File: src/rtl/col_parity_func.sv
// Column-parity (theta-style) mixing over a 5x5x64 bit matrix held in an
// external slice memory. The first pass collects the column parities of every
// slice. The second pass re-reads each slice and emits the mixed result, one
// write_enable pulse per slice, from z=0 to z=63.
module col_parity_func (
  input  logic        clk,
  input  logic        rst,
  input  logic        start,
  output logic [5:0]  cnt_value,
  input  logic [24:0] line_in,
  output logic        write_enable,
  output logic [24:0] write_value,
  output logic        donee
);

  typedef enum logic [2:0] {
    IDLE,
    PARITY,
    WR_SETUP,
    WR_PULSE,
    DONE
  } state_t;

  state_t      state;
  logic [4:0]  par_mem [64];
  logic [4:0]  col_par;
  logic [4:0]  prev_par;
  logic [4:0]  d_vec;
  logic [24:0] d_exp;

  // Column parities of the slice currently on line_in.
  always_comb begin
    col_par = '0;
    for (int unsigned y = 0; y < 5; y++) begin
      for (int unsigned x = 0; x < 5; x++) begin
        col_par[x] = col_par[x] ^ line_in[5*y + x];
      end
    end
  end

  // Theta column term D[x][z], broadcast across all rows of the slice.
  // The previous slice wraps naturally: z=0 reads entry 63 through 6-bit arithmetic.
  always_comb begin
    prev_par = par_mem[cnt_value - 6'd1];
    d_vec    = '0;
    d_exp    = '0;
    for (int unsigned x = 0; x < 5; x++) begin
      d_vec[x] = col_par[(x + 4) % 5] ^ prev_par[(x + 1) % 5];
    end
    for (int unsigned y = 0; y < 5; y++) begin
      for (int unsigned x = 0; x < 5; x++) begin
        d_exp[5*y + x] = d_vec[x];
      end
    end
  end

  // Parity store: written once per slice during the parity pass; needs no reset.
  always_ff @(posedge clk) begin
    if (state == PARITY) begin
      par_mem[cnt_value] <= col_par;
    end
  end

  // Control FSM with registered outputs.
  // write_value is captured at the end of WR_SETUP. write_enable is raised
  // one edge later, at the end of WR_PULSE, so the data has already been
  // stable for a full cycle when the pulse rises. The pulse then lasts through
  // the next WR_SETUP cycle, or the first DONE cycle for the last slice, and
  // write_value only changes at the end of that cycle.
  always_ff @(posedge clk or posedge rst) begin
    if (rst) begin
      state        <= IDLE;
      cnt_value    <= '0;
      write_enable <= 1'b0;
      write_value  <= '0;
      donee        <= 1'b0;
    end else begin
      case (state)
        IDLE: begin
          cnt_value    <= '0;
          write_enable <= 1'b0;
          donee        <= 1'b0;
          if (start) begin
            state <= PARITY;
          end
        end
        PARITY: begin
          if (cnt_value == 6'd63) begin
            cnt_value <= '0;
            state     <= WR_SETUP;
          end else begin
            cnt_value <= cnt_value + 6'd1;
          end
        end
        WR_SETUP: begin
          write_value  <= line_in ^ d_exp;
          write_enable <= 1'b0;
          state        <= WR_PULSE;
        end
        WR_PULSE: begin
          write_enable <= 1'b1;
          if (cnt_value == 6'd63) begin
            state <= DONE;
          end else begin
            cnt_value <= cnt_value + 6'd1;
            state     <= WR_SETUP;
          end
        end
        DONE: begin
          write_enable <= 1'b0;
          if (donee && !start) begin
            donee     <= 1'b0;
            cnt_value <= '0;
            state     <= IDLE;
          end else begin
            donee <= 1'b1;
          end
        end
        default: begin
          state <= IDLE;
        end
      endcase
    end
  end

endmodule

File: config.mk
export PLATFORM = sky130hd
export DESIGN_NAME = col_parity_func
export DESIGN_NICKNAME = d
export VERILOG_FILES = /design/src/rtl/col_parity_func.sv
export SDC_FILE = /design/constraint.sdc
export NUM_CORES = 1
export LEC_CHECK = 0
export ABC_CLOCK_PERIOD_IN_PS = 7100
export BUFFER_PORTS_ARGS = -buffer_cell sky130_fd_sc_hd__buf_2
export CAP_MARGIN = 5
export CELL_PAD_IN_SITES_DETAIL_PLACEMENT = 1
export CELL_PAD_IN_SITES_GLOBAL_PLACEMENT = 1
export CORE_MARGIN = 5
export CORE_UTILIZATION = 45
export DETAILED_ROUTE_END_ITERATION = 8
export PLACE_DENSITY = 0.74
export SLEW_MARGIN = 25
export SYNTH_ARGS = -nofsm -noshare
export SYNTH_HDL_FRONTEND = slang
export SYNTH_SLANG_ARGS = --single-unit
File: constraint.sdc
create_clock -name clk -period 7.1 [get_ports clk]
set_clock_uncertainty 0.15 [all_clocks]
set_input_delay 1.065 -clock clk [delete_from_list [all_inputs] [get_ports clk]]
set_output_delay 1.065 -clock clk [all_outputs]
set_load 0.005 [all_outputs]
==> results of run 1 <==
==> registers in the layout, indices dropped and copies added (netlist names) <==
signal        cells
state             3
par_mem         320
write_value      25
donee             1
write_enable      1
cnt_value         6
==> area by class of cell <==
| cell class | instances | area, um^2 |
|---|---|---|
| antenna | 1 | 2.50 |
| inverter | 16 | 62.6 |
| multi-input combinational | 576 | 4970 |
| fill | 3304 | 16700 |
| sequential | 356 | 10500 |
| timing repair buffer | 77 | 448 |
| tap | 455 | 569 |
| clock inverter | 23 | 274 |
| clock buffer | 46 | 1040 |
==> power by group through the flow <==
stage | combinational, mW | sequential, mW | clock (mW)
2_1_floorplan | 2.85 | 2.70 | 0
3_3_place_gp | 3.73 | 2.77 | 0
3_5_place_dp | 3.88 | 2.78 | 0
4_1_cts | 3.91 | 2.74 | 2.12
5_1_grt | 4.16 | 2.76 | 2.22
6_report | 3.89 | 2.74 | 2.09
==> cell families after synthesis <==
group	count (synthesis)	share of synthesized area (%)
buf+inv	79	2.51
mux	118	11.4
fa+ha+maj	2	0.158
compound gates	103	5.00
simple gates	291	8.62
xor+xnor	62	5.94
flops	356	66.4
==> layer usage <==
| metal | vias up | routed length, um | track usage [%] |
|---|---|---|---|
| met2 | 326 | 19300 | 33.5 |
| met1 | 4802 | 16800 | 28.0 |
| met3 | 84 | 2700 | 3.97 |
| met4 | 0 | 1440 | 7.37 |
| li1 | 4048 | - | - |
| met5 | - | 0 | 0 |
==> synthesized netlist by cell type (4+ instances only) <==
master	n
dfrtp_1	36
a32oi_1	14
buf_1	9
mux2_2	4
buf_2	9
a22oi_1	6
nor3_1	6
and2_1	4
or3_1	5
xnor2_1	23
o221ai_1	9
nand4_1	15
mux4_1	8
a21oi_1	4
xnor3_1	27
xor2_1	10
o211ai_1	6
a31oi_1	4
a21boi_0	4
o21ai_0	7
clkbuf_1	32
nand2_1	72
nor2b_1	8
mux2i_1	66
buf_8	4
nand3_1	64
nor2_1	90
inv_1	15
o22ai_1	9
o21ai_1	5
nand2b_1	8
a211oi_1	6
a32o_1	4
edfxtp_1	320
mux4_2	39
nor3b_1	7
buf_4	6
==> metrics by stage <==
stage | hold WS, ns | power (mW) | utilization, % | cell area, um^2 | std cells
after floorplan | 0.329 | 5.55 | - | 15800 | 1011
after global placement | 0.326 | 6.50 | 47.7 | 16500 | 1479
after detailed placement | 0.325 | 6.66 | 47.8 | 16600 | 1480
after CTS | 0.337 | 8.76 | 51.6 | 17900 | 1549
after global routing | 0.372 | 9.14 | 51.6 | 17900 | 1549
final | 0.336 | 8.71 | 51.6 | 17900 | 1550
==> layout by cell type (no fill, tap or decap), types with 5 or more instances in the layout <==
cell / count
o21ai_0: 7
nor3_1: 6
clkbuf_1: 5
nand4_1: 15
o211ai_1: 6
nand2_1: 72
dfrtp_1: 35
nand2b_1: 8
xor2_1: 10
bufinv_16: 6
clkbuf_16: 41
nor3b_1: 7
nor2_1: 90
xnor2_1: 22
o221ai_1: 9
mux4_1: 8
clkinv_1: 5
a211oi_1: 6
nor2b_1: 8
o21ai_1: 5
buf_2: 60
buf_4: 16
inv_1: 12
clkinv_2: 9
a32oi_1: 14
mux4_2: 39
xnor3_1: 27
a22oi_1: 6
mux2i_1: 66
nand3_1: 64
o22ai_1: 9
edfxtp_1: 320
or3_1: 5
==> final timing paths <==
check	endpoint	slack (ns)	cells after the start
max	write_value[2]	2.31	12
max in group asynchronous	write_value[3]	5.95	3
min reg2reg	write_value[22]	0.34	2
min	write_value[22]	0.34	2
max reg2reg	write_value[2]	2.31	12
min in group asynchronous	donee	0.49	3
==> tightest hold or removal path, cell delays in order, from the launching register on <==
cell and delay [ns]:
dfrtp_1 0.34, nand2_1 0.05, o21ai_1 0.06
==> out/metrics.cfg, run 1 <==
[cts]
cts_tree = yes
cts_resized = 0
cts_sinks = 356
clk_pin_slew_ns = 0.06
hold_buffers = 0
clk_latency_ns = 0.53
cts-root-buf = clkbuf_16
cts_buffers = 38
cts_htree_levels = 2
cts_setup_buffers = 0
clockBufferDepth = 3

[floorplanning]
rows = 68
dieArea_um2 = 39100
die_h_um = 198
core_um2 = 34600
start_util_pct = 45.7
die_x_um = 198
ioPinCount = 61

[power_and_ir_drop]
p_int_mw = 5.39
p_clk_share_pct = 24.0
p_sw_mw = 3.32
power_density_nw_per_um2 = 487
p_seq_share_pct = 31.4
power_leakage_nw = 6.29
peakVddDrop_v = 0.000222
switching_share_pct = 38.1
pwr-share-comb_pct = 44.6

[routing]
drc = 0
drtPass1Iterations = 5
vias_per_cell = 5.97
drt-initial-drc-count = 667
vias = 9260
wl_mm = 40.3
ant_nets = 0
wl_per_cell_um = 26.0

[timing]
timing.final.crit_share_pct = 67.5
hold_viol = 0
setup_tns_ns = 0
setup_viol_count_final = 0
slew_viol_final = 0
period_needed_ns = 4.79
slew_headroom_pct = 29.9
worst_slack_ns = 2.31
grt_setup_unrepaired = false
worstMarginPinSlew_ns = 1.05
fmax_ghz = 0.209

[global_route]
grt_pass1_wl_mm = 61.3
grt_pass1_vias = 9824
grt_max_degree = 70
grt_usage_pct = 20.6
grt_remaining_overflow = 0
antenna_found_initial = 0

[synthesis]
synthCells = 1011
syn_nets = 1041
ys_seq_area_share_pct = 66.4
async_flop_share_pct = 10.1
mappedNetlistArea_um2 = 15800
yosys_most_used_dff = edfxtp_1
syn_avg_cell_area_um2 = 15.7
ys_ff_latch = 356
synth.yosys.warnings = 0
synth_edf_count = 320
yosys.area.top_type_share_pct = 60.7
synth.distinct_cells = 64
synthTopCellsByArea = edfxtp_1 (61%), dfrtp_1 (5.7%), mux4_2 (5.5%)
yosysTopAreaCell = edfxtp_1

[finish]
drive_gt1_share_pct = 18.3
fin_nets = 1095
area_delta_synth_final_pct = 12.9

[critical_path]
rr_startpoint = cnt_value[0]
crit_path_start = cnt_value[0]
path_class = flip-flop to flip-flop
critPathMostFrequentCell = buf_4
crit_family = buffers and inverters
cp.arrival_ns = 5.04
max_stage_delay_ns = 0.73
path_cells = inv_1 > buf_4 > ha_4 > xor2_4 > buf_4 > buf_4 > mux2i_1 > a32o_1 > o21ai_0 > a31oi_1 > nor3b_1 > o21ai_1
crit_fanout = 43
cp.required_ns = 7.35
cp-end-kind = flip-flop
start_kind = flip-flop
path_buf_inv = 4
slowest_stage = xor2_4

[place]
gp_congestion = 0.798
io_buffers = 60
dp_hpwl_mm = 25.4
pre_cts_slack_ns = 2.33

[hold_path]
hold_path_class = flip-flop to flip-flop
hp-start = write_value[22]

[status]
status = completed

[flow_run]
maxCapViolCount = 0

Power figures use the tool's default switching activity.
==> inputs of run 2 (changes only) <==
--- a/config.mk
+++ b/config.mk
@@ -5,7 +5,8 @@
 export SDC_FILE = /design/constraint.sdc
 export NUM_CORES = 1
 export LEC_CHECK = 0
-export ABC_CLOCK_PERIOD_IN_PS = 7100
+export ABC_AREA = 1
+export ABC_CLOCK_PERIOD_IN_PS = 4200
 export BUFFER_PORTS_ARGS = -buffer_cell sky130_fd_sc_hd__buf_2
 export CAP_MARGIN = 5
 export CELL_PAD_IN_SITES_DETAIL_PLACEMENT = 1
@@ -13,7 +14,7 @@
 export CORE_MARGIN = 5
 export CORE_UTILIZATION = 45
 export DETAILED_ROUTE_END_ITERATION = 8
-export PLACE_DENSITY = 0.74
+export PLACE_DENSITY = 0.8
 export SLEW_MARGIN = 25
 export SYNTH_ARGS = -nofsm -noshare
 export SYNTH_HDL_FRONTEND = slang
==> constraint.sdc (replaced) <==
create_clock -name clk -period 4.2 [get_ports clk]
set_clock_uncertainty 0.15 [all_clocks]
set_input_delay 0.63 -clock clk [delete_from_list [all_inputs] [get_ports clk]]
set_output_delay 0.63 -clock clk [all_outputs]
set_load 0.005 [all_outputs]
==> run 2 against run 1 <==
Compared with the run above:
- sequential power increased by 62%
- via count increased by 21%
- sequential share of layout area increased by 2.0 points
- area after synthesis decreased by 3.5%
- design area decreased by 3.2%
- critical path depth increased by 1
- critical endpoint is now write_value[22]
==> out/metrics.cfg, run 2 <==
[status]
status = completed  ; unchanged

[critical_path]
rr_startpoint = cnt_value[1]  ; was cnt_value[0]
cp.arrival_ns = 3.93  ; was 5.04 ns
crit-reg2reg-capture = write_value[22]  ; was write_value[2]
crit_fanout = 81  ; was 43
cp-end-kind = flip-flop  ; unchanged
cp.required_ns = 4.50  ; was 7.35 ns
path_class = flip-flop to flip-flop  ; unchanged
start_kind = flip-flop  ; unchanged
reg2reg_slack_ns = 0.57  ; was 2.31 ns
rr_worst_depth = 13  ; was 12

[timing]
hold_viol = 0  ; unchanged
fmax_ghz = 0.276  ; was 0.209 GHz
grt_setup_unrepaired = false  ; unchanged
setup_viol_count_final = 0  ; unchanged
setup_tns_ns = 0  ; unchanged
worst_slack_ns = 0.571  ; was 2.31 ns
slew_viol_final = 0  ; unchanged
slew_headroom_pct = 28.7  ; was 29.9%
worstMarginPinSlew_ns = 1.06  ; was 1.05 ns
timing.final.crit_share_pct = 86.4  ; was 67.5%
period_needed_ns = 3.63  ; was 4.79 ns

[finish]
drive_gt1_share_pct = 10.7  ; was 18.3%
largest_register_ffs = 320  ; unchanged
design_area_um2 = 17300  ; was 17900 um^2
diodes = 0  ; was 1
layout_common_cells = nand2_1 (412), nand3_1 (383), edfxtp_1 (320)  ; was edfxtp_1 (320), nor2_1 (90), nand2_1 (72)
registers.top_by_ff_count = par_mem  ; unchanged
final_common_cell = nand2_1  ; was edfxtp_1
area_delta_synth_final_pct = 13.3  ; was 12.9%
nFillCells = 3639  ; was 3304
final-instance-count-excl-fill = 1938  ; was 1550
largestRegisters = par_mem x320, write_value x25, cnt_value x6  ; unchanged
fin_nets = 1490  ; was 1095

[power_and_ir_drop]
peakVddDrop_v = 0.000533  ; was 0.000222 V
power_density_nw_per_um2 = 811  ; was 487 nW/um^2
power_leakage_nw = 6.43  ; was 6.29 nW

[synthesis]
synthCells = 1407  ; was 1011
yosysMostFrequentCell = nand2_1  ; was edfxtp_1
yosys.area.top_type_share_pct = 62.9  ; was 60.7%
syn_avg_cell_area_um2 = 10.9  ; was 15.7 um^2
yosys_most_used_dff = edfxtp_1  ; unchanged
synth_top_family_by_area = simple AND/OR/NAND/NOR gates  ; was multiplexers
synth.distinct_cells = 28  ; was 64
synth_xor_area_share_pct = 1.20  ; was 5.94%
async_flop_share_pct = 10.1  ; unchanged
ys_ff_latch = 356  ; unchanged
synth_fa_ha_area_share_pct = 0.164  ; was 0.158%
mappedNetlistArea_um2 = 15300  ; was 15800 um^2
yosys.area_share.simple_pct = 26.3  ; was 8.62%
synth_mux_area_share_pct = 0  ; was 11.4%
yosysTopAreaCell = edfxtp_1  ; unchanged
syn_nets = 1437  ; was 1041
synth_compound_area_share_pct = 0.500  ; was 5.00%
synthTopCellsByArea = edfxtp_1 (63%), nand3_1 (13%), nand2_1 (10%)  ; was edfxtp_1 (61%), dfrtp_1 (5.7%), mux4_2 (5.5%)
synth_common_cells = nand2_1 (412), nand3_1 (383), edfxtp_1 (320), nor2_1 (74), buf_2 (50)  ; was edfxtp_1 (320), nor2_1 (90), nand2_1 (72), mux2i_1 (66), nand3_1 (64)
ys_seq_area_share_pct = 68.8  ; was 66.4%
synth_edf_count = 320  ; unchanged
synth.yosys.warnings = 0  ; unchanged

[routing]
wl_mm = 43.3  ; was 40.3 mm
vias_per_cell = 5.76  ; was 5.97
wl_per_cell_um = 22.3  ; was 26.0 um
vias = 11159  ; was 9260
drtPass1Iterations = 5  ; unchanged
ant_nets = 0  ; unchanged
drc = 0  ; unchanged
drt-initial-drc-count = 965  ; was 667

[cts]
clk_pin_slew_ns = 0.06  ; about the same
clk_latency_ns = 0.54  ; was 0.53 ns
cts_resized = 0  ; unchanged
cts_sinks = 356  ; unchanged
cts_htree_levels = 2  ; unchanged
cts_buffers = 39  ; was 38
cts-root-buf = clkbuf_16  ; unchanged
cts_tree = yes  ; unchanged
clockBufferDepth = 3  ; unchanged
cts_setup_buffers = 0  ; unchanged
hold_buffers = 0  ; unchanged

[floorplanning]
die_h_um = 194  ; was 198 um
ioPinCount = 61  ; unchanged
dieArea_um2 = 37700  ; was 39100 um^2
rows = 67  ; was 68
start_util_pct = 45.6  ; was 45.7%
core_um2 = 33500  ; was 34600 um^2
die_x_um = 194  ; was 198 um

[place]
place_inst = 1867  ; was 1480
gp_congestion = 0.820  ; was 0.798
pre_cts_slack_ns = 0.697  ; was 2.33 ns
dp_hpwl_mm = 26.3  ; was 25.4 mm
placed_area_um2 = 16100  ; was 16600 um^2
io_buffers = 60  ; unchanged

[global_route]
grt_pass1_vias = 11731  ; was 9824
antenna_found_initial = 1  ; was 0
grt_max_degree = 165  ; was 70
grt_remaining_overflow = 0  ; unchanged
grt_pass1_wl_mm = 66.5  ; was 61.3 mm
grt_usage_pct = 22.3  ; was 20.6%

[flow_run]
maxCapViolCount = 0  ; unchanged

[hold_path]
hold_path_class = primary input to async pin  ; was flip-flop to flip-flop

## run 2: cell types whose count changed after synthesis, sizes merged, moves of 14 or more
cell    previous run  this run
a32oi             14         0
buf               31        54
clkbuf            32        18
inv               15        34
mux2i             66         0
mux4              47         0
nand2             72       413
nand3             64       385
nand3b             3        20
nor2              90        76
xnor3             27         0
## run 2: where the power goes
group	leakage, nW	switching (mW)	internal [mW]	total, mW
Combinational	2.52	4.57	1.72	6.29
Sequential	3.33	0.140	4.30	4.44
Clock	0.586	1.38	1.93	3.31
## run 2: stage by stage
stage	hold slack [ns]	utilization [%]	power (mW)
after floorplan	0.323	-	8.63
after global placement	0.313	47.9	10.4
after detailed placement	0.313	48.0	10.7
after CTS	0.0586	51.6	14.1
after global routing	0.105	51.6	14.9
final	0.0531	51.6	14.0
## run 2: how the worst max path moves through the flow
stage | startpoint | to | slack, ns | depth (start not counted)
global route | cnt_value[1] | write_value[7] | 0.34 | 12
floorplan | line_in[11] | write_value[17] | 0.33 | 7
global placement | cnt_value[1] | write_value[22] | 0.85 | 12
CTS | cnt_value[1] | write_value[7] | 0.65 | 12
detailed placement | cnt_value[1] | write_value[22] | 0.70 | 13
finish | cnt_value[1] | write_value[22] | 0.57 | 13
## run 2: cell type report
cell class | count | area (um^2) | share of cell area (%)
sequential | 356 | 10500 | 60.8
multi-input combinational | 945 | 4350 | 25.1
clock buffer | 54 | 1040 | 6.02
tap | 448 | 561 | 3.24
timing repair buffer | 84 | 531 | 3.07
clock inverter | 17 | 180 | 1.04
inverter | 34 | 130 | 0.752
## run 2: cell families (layout without fill, tap and decap cells)
family	after synthesis	after routing
compound gates	14	14
xor+xnor	21	21
fa+ha+maj	2	2
buf+inv	106	189
flops	356	356
simple gates	908	908
## run 2: worst max-delay path, stage by stage, from the launching register on
cell and delay [ns]:
dfrtp_1 0.46, inv_1 0.18, ha_2 0.38, buf_4 0.76, nand3_1 0.19, nand3_1 0.18, nand3_1 0.13, nand3_1 0.19
nand3_1 0.26, nand2_1 0.19, nand2_1 0.17, nand3b_1 0.14, nand3_1 0.08, nand2_1 0.07
## run 2: routing by layer
metal / track usage, % / vias up / wire length, um
met1: 27.5 / 5621 / 16900
li1: - / 5047 / -
met4: 8.44 / 2 / 1700
met3: 3.86 / 123 / 2610
met2: 39.2 / 366 / 22100
met5: 0 / - / 14
==> inputs of run 3 (changes only) <==
--- a/config.mk
+++ b/config.mk
@@ -7,14 +7,14 @@
 export LEC_CHECK = 0
 export ABC_AREA = 1
 export ABC_CLOCK_PERIOD_IN_PS = 4200
-export BUFFER_PORTS_ARGS = -buffer_cell sky130_fd_sc_hd__buf_2
 export CAP_MARGIN = 5
 export CELL_PAD_IN_SITES_DETAIL_PLACEMENT = 1
 export CELL_PAD_IN_SITES_GLOBAL_PLACEMENT = 1
 export CORE_MARGIN = 5
 export CORE_UTILIZATION = 45
 export DETAILED_ROUTE_END_ITERATION = 8
-export PLACE_DENSITY = 0.8
+export DONT_BUFFER_PORTS = 1
+export PLACE_DENSITY = 0.78
 export SLEW_MARGIN = 25
 export SYNTH_ARGS = -nofsm -noshare
 export SYNTH_HDL_FRONTEND = slang
==> run 3 against run 2 <==
Compared with the run above:
- critical path depth unchanged
- sequential share of layout area increased by 1.4 points
- hold slack improved by 0.11 ns
- sequential power increased by 2%
- largest cell class unchanged
- highest routed layer is now met4
==> out/metrics.cfg, run 3 (synthesis gave the netlist of run 2 again) <==
[finish]
final_common_cell = nand2_1  ; unchanged
seqCellArea_um2 = 10500  ; unchanged
final-instance-count-excl-fill = 1878  ; was 1938
area_delta_synth_final_pct = 10.8  ; was 13.3%
fin_nets = 1432  ; was 1490
diodes = 0  ; unchanged
nFillCells = 3571  ; was 3639
multi_input_area_um2 = 4360  ; was 4350 um^2
layout_common_cells = nand2_1 (412), nand3_1 (383), edfxtp_1 (320)  ; unchanged
fin_util_pct = 50.5  ; was 51.6%
drive_gt1_share_pct = 7.06  ; was 10.7%
largest_register_ffs = 320  ; unchanged
registers.top_by_ff_count = par_mem  ; unchanged
largestRegisters = par_mem x320, write_value x25, cnt_value x6  ; unchanged

[critical_path]
crit-reg2reg-capture = write_value[20]  ; was write_value[22]
crit_fanout = 81  ; unchanged
start_kind = flip-flop  ; unchanged
cp-end-kind = flip-flop  ; unchanged
rr_startpoint = cnt_value[1]  ; unchanged
cp.arrival_ns = 3.96  ; was 3.93 ns
path_class = flip-flop to flip-flop  ; unchanged
reg2reg_slack_ns = 0.56  ; was 0.57 ns
cp.required_ns = 4.52  ; was 4.50 ns
crit_path_start = cnt_value[1]  ; unchanged
rr_worst_depth = 13  ; unchanged

[power_and_ir_drop]
power_leakage_nw = 6.15  ; was 6.43 nW
p_int_mw = 7.67  ; was 7.94 mW
p_seq_share_pct = 33.0  ; was 31.6%
power_density_nw_per_um2 = 809  ; was 811 nW/um^2
pwr-share-comb_pct = 44.3  ; was 44.8%
p_sw_mw = 6.03  ; was 6.09 mW
p_clk_share_pct = 22.7  ; was 23.6%
finalPower_mw = 13.7  ; was 14.0 mW
peakVddDrop_v = 0.000627  ; was 0.000533 V
switching_share_pct = 44.0  ; was 43.4%

[cts]
cts_htree_levels = 2  ; unchanged
cts_sinks = 356  ; unchanged
cts-root-buf = clkbuf_16  ; unchanged
cts_setup_buffers = 0  ; unchanged
clk_pin_slew_ns = 0.06  ; about the same
cts_buffers = 38  ; was 39
cts_tree = yes  ; unchanged
cts_resized = 0  ; unchanged
clockBufferDepth = 3  ; unchanged
clk_latency_ns = 0.54  ; about the same

[flow_run]
maxCapViolCount = 0  ; unchanged

[hold_path]
hp-start = line_in[8]
min_to = write_value[8]
hold_path_class = primary input to flip-flop  ; was primary input to async pin
hold_path_depth = 3

[place]
io_buffers = 0  ; was 60
place_inst = 1809  ; was 1867
gp_congestion = 0.808  ; was 0.820
pre_cts_slack_ns = 0.665  ; was 0.697 ns
dp_hpwl_mm = 25.8  ; was 26.3 mm

[global_route]
grt_use_met2_pct = 39.4  ; was 39.2%
grt_remaining_overflow = 0  ; unchanged
grt_max_degree = 165  ; unchanged
grt_pass1_wl_mm = 66.0  ; was 66.5 mm
antenna_found_initial = 0  ; was 1
grt_usage_pct = 22.1  ; was 22.3%
grt_pass1_vias = 11429  ; was 11.7k
gr-usage-met3_pct = 3.25  ; was 3.86%
busiest_layer = met2  ; unchanged
grt_util_met1_pct = 28.4  ; was 27.5%

[floorplanning]
dieArea_um2 = 37700  ; unchanged
core_um2 = 33500  ; unchanged
ioPinCount = 61  ; unchanged
start_util_pct = 45.6  ; unchanged
die_x_um = 194  ; unchanged
die_h_um = 194  ; unchanged
rows = 67  ; unchanged

[routing]
drtPass1Iterations = 5  ; unchanged
ant_nets = 0  ; unchanged
wl_mm = 42.5  ; was 43.3 mm
drc = 0  ; unchanged
vias_per_cell = 5.74  ; was 5.76
drt-initial-drc-count = 949  ; was 965
vias = 10774  ; was 11.2k
wl_per_cell_um = 22.6  ; was 22.3 um

[timing]
setup_viol_count_final = 0  ; unchanged
slew_viol_final = 0  ; unchanged
grt_setup_unrepaired = false  ; unchanged
worstMarginPinSlew_ns = 1.02  ; was 1.06 ns
slew_headroom_pct = 31.6  ; was 28.7%
worst_slack_ns = 0.559  ; was 0.571 ns
setup_tns_ns = 0  ; unchanged
hold_viol = 0  ; unchanged
timing.final.crit_share_pct = 86.7  ; was 86.4%
period_needed_ns = 3.64  ; was 3.63 ns
fmax_ghz = 0.275  ; was 0.276 GHz

[status]
status = completed  ; unchanged

-- run 3: through the flow --
step | hold WS (ns) | area (um^2)
final | 0.167 | 16900
after global routing | 0.171 | 16900
after CTS | 0.154 | 16900
after detailed placement | 0.353 | 15800
after global placement | 0.354 | 15800
after floorplan | 0.323 | 15300
-- run 3: final cells by class --
type	instances	share of cell area [%]
clock buffer	46	5.92
clock inverter	22	0.769
inverter	34	0.769
multi-input combinational	945	25.8
sequential	356	62.1
tap	448	3.31
timing repair buffer	27	1.36
-- run 3: repair_timing --
action / in CTS / in global routing
hold buffers: 1 / 0
endpoints found under the hold margin: 36 / 0
endpoints found under the setup margin: 0 / 0
-- run 3: routing by layer --
layer  vias to the layer above  routed length (um)
met5                         -                   0
met4                         0                1130
met3                        87                2280
met2                       296               21600
met1                      5466               17400
li1                       4925                   -
-- run 3: power by group through the flow --
stage               clock network, mW  registers, mW  logic, mW
detailed placement                  0           4.60       5.97
floorplan                           0           4.50       4.13
global placement                    0           4.59       5.74
CTS                              3.15           4.53       6.05
global route                     3.30           4.55       6.67
finish                           3.11           4.52       6.06
-- run 3: how the worst max path moves through the flow --
stage,end,slack (ns),cells past startpoint
CTS,write_value[22],0.59,12
floorplan,write_value[17],0.33,7
global route,write_value[20],0.30,13
global placement,write_value[20],0.75,12
finish,write_value[20],0.56,13
detailed placement,write_value[20],0.66,13
-- run 3: critical path: stages (launching register included) --
cell	delay, ns
dfrtp_1	0.51
inv_1	0.21
ha_2	0.40
buf_4	0.75
nand3_1	0.17
nand3_1	0.13
nand3_1	0.15
nand3_1	0.20
nand3_1	0.27
nand2_1	0.18
nand2_1	0.14
nand3b_1	0.13
nand3_1	0.07
nand2_1	0.07
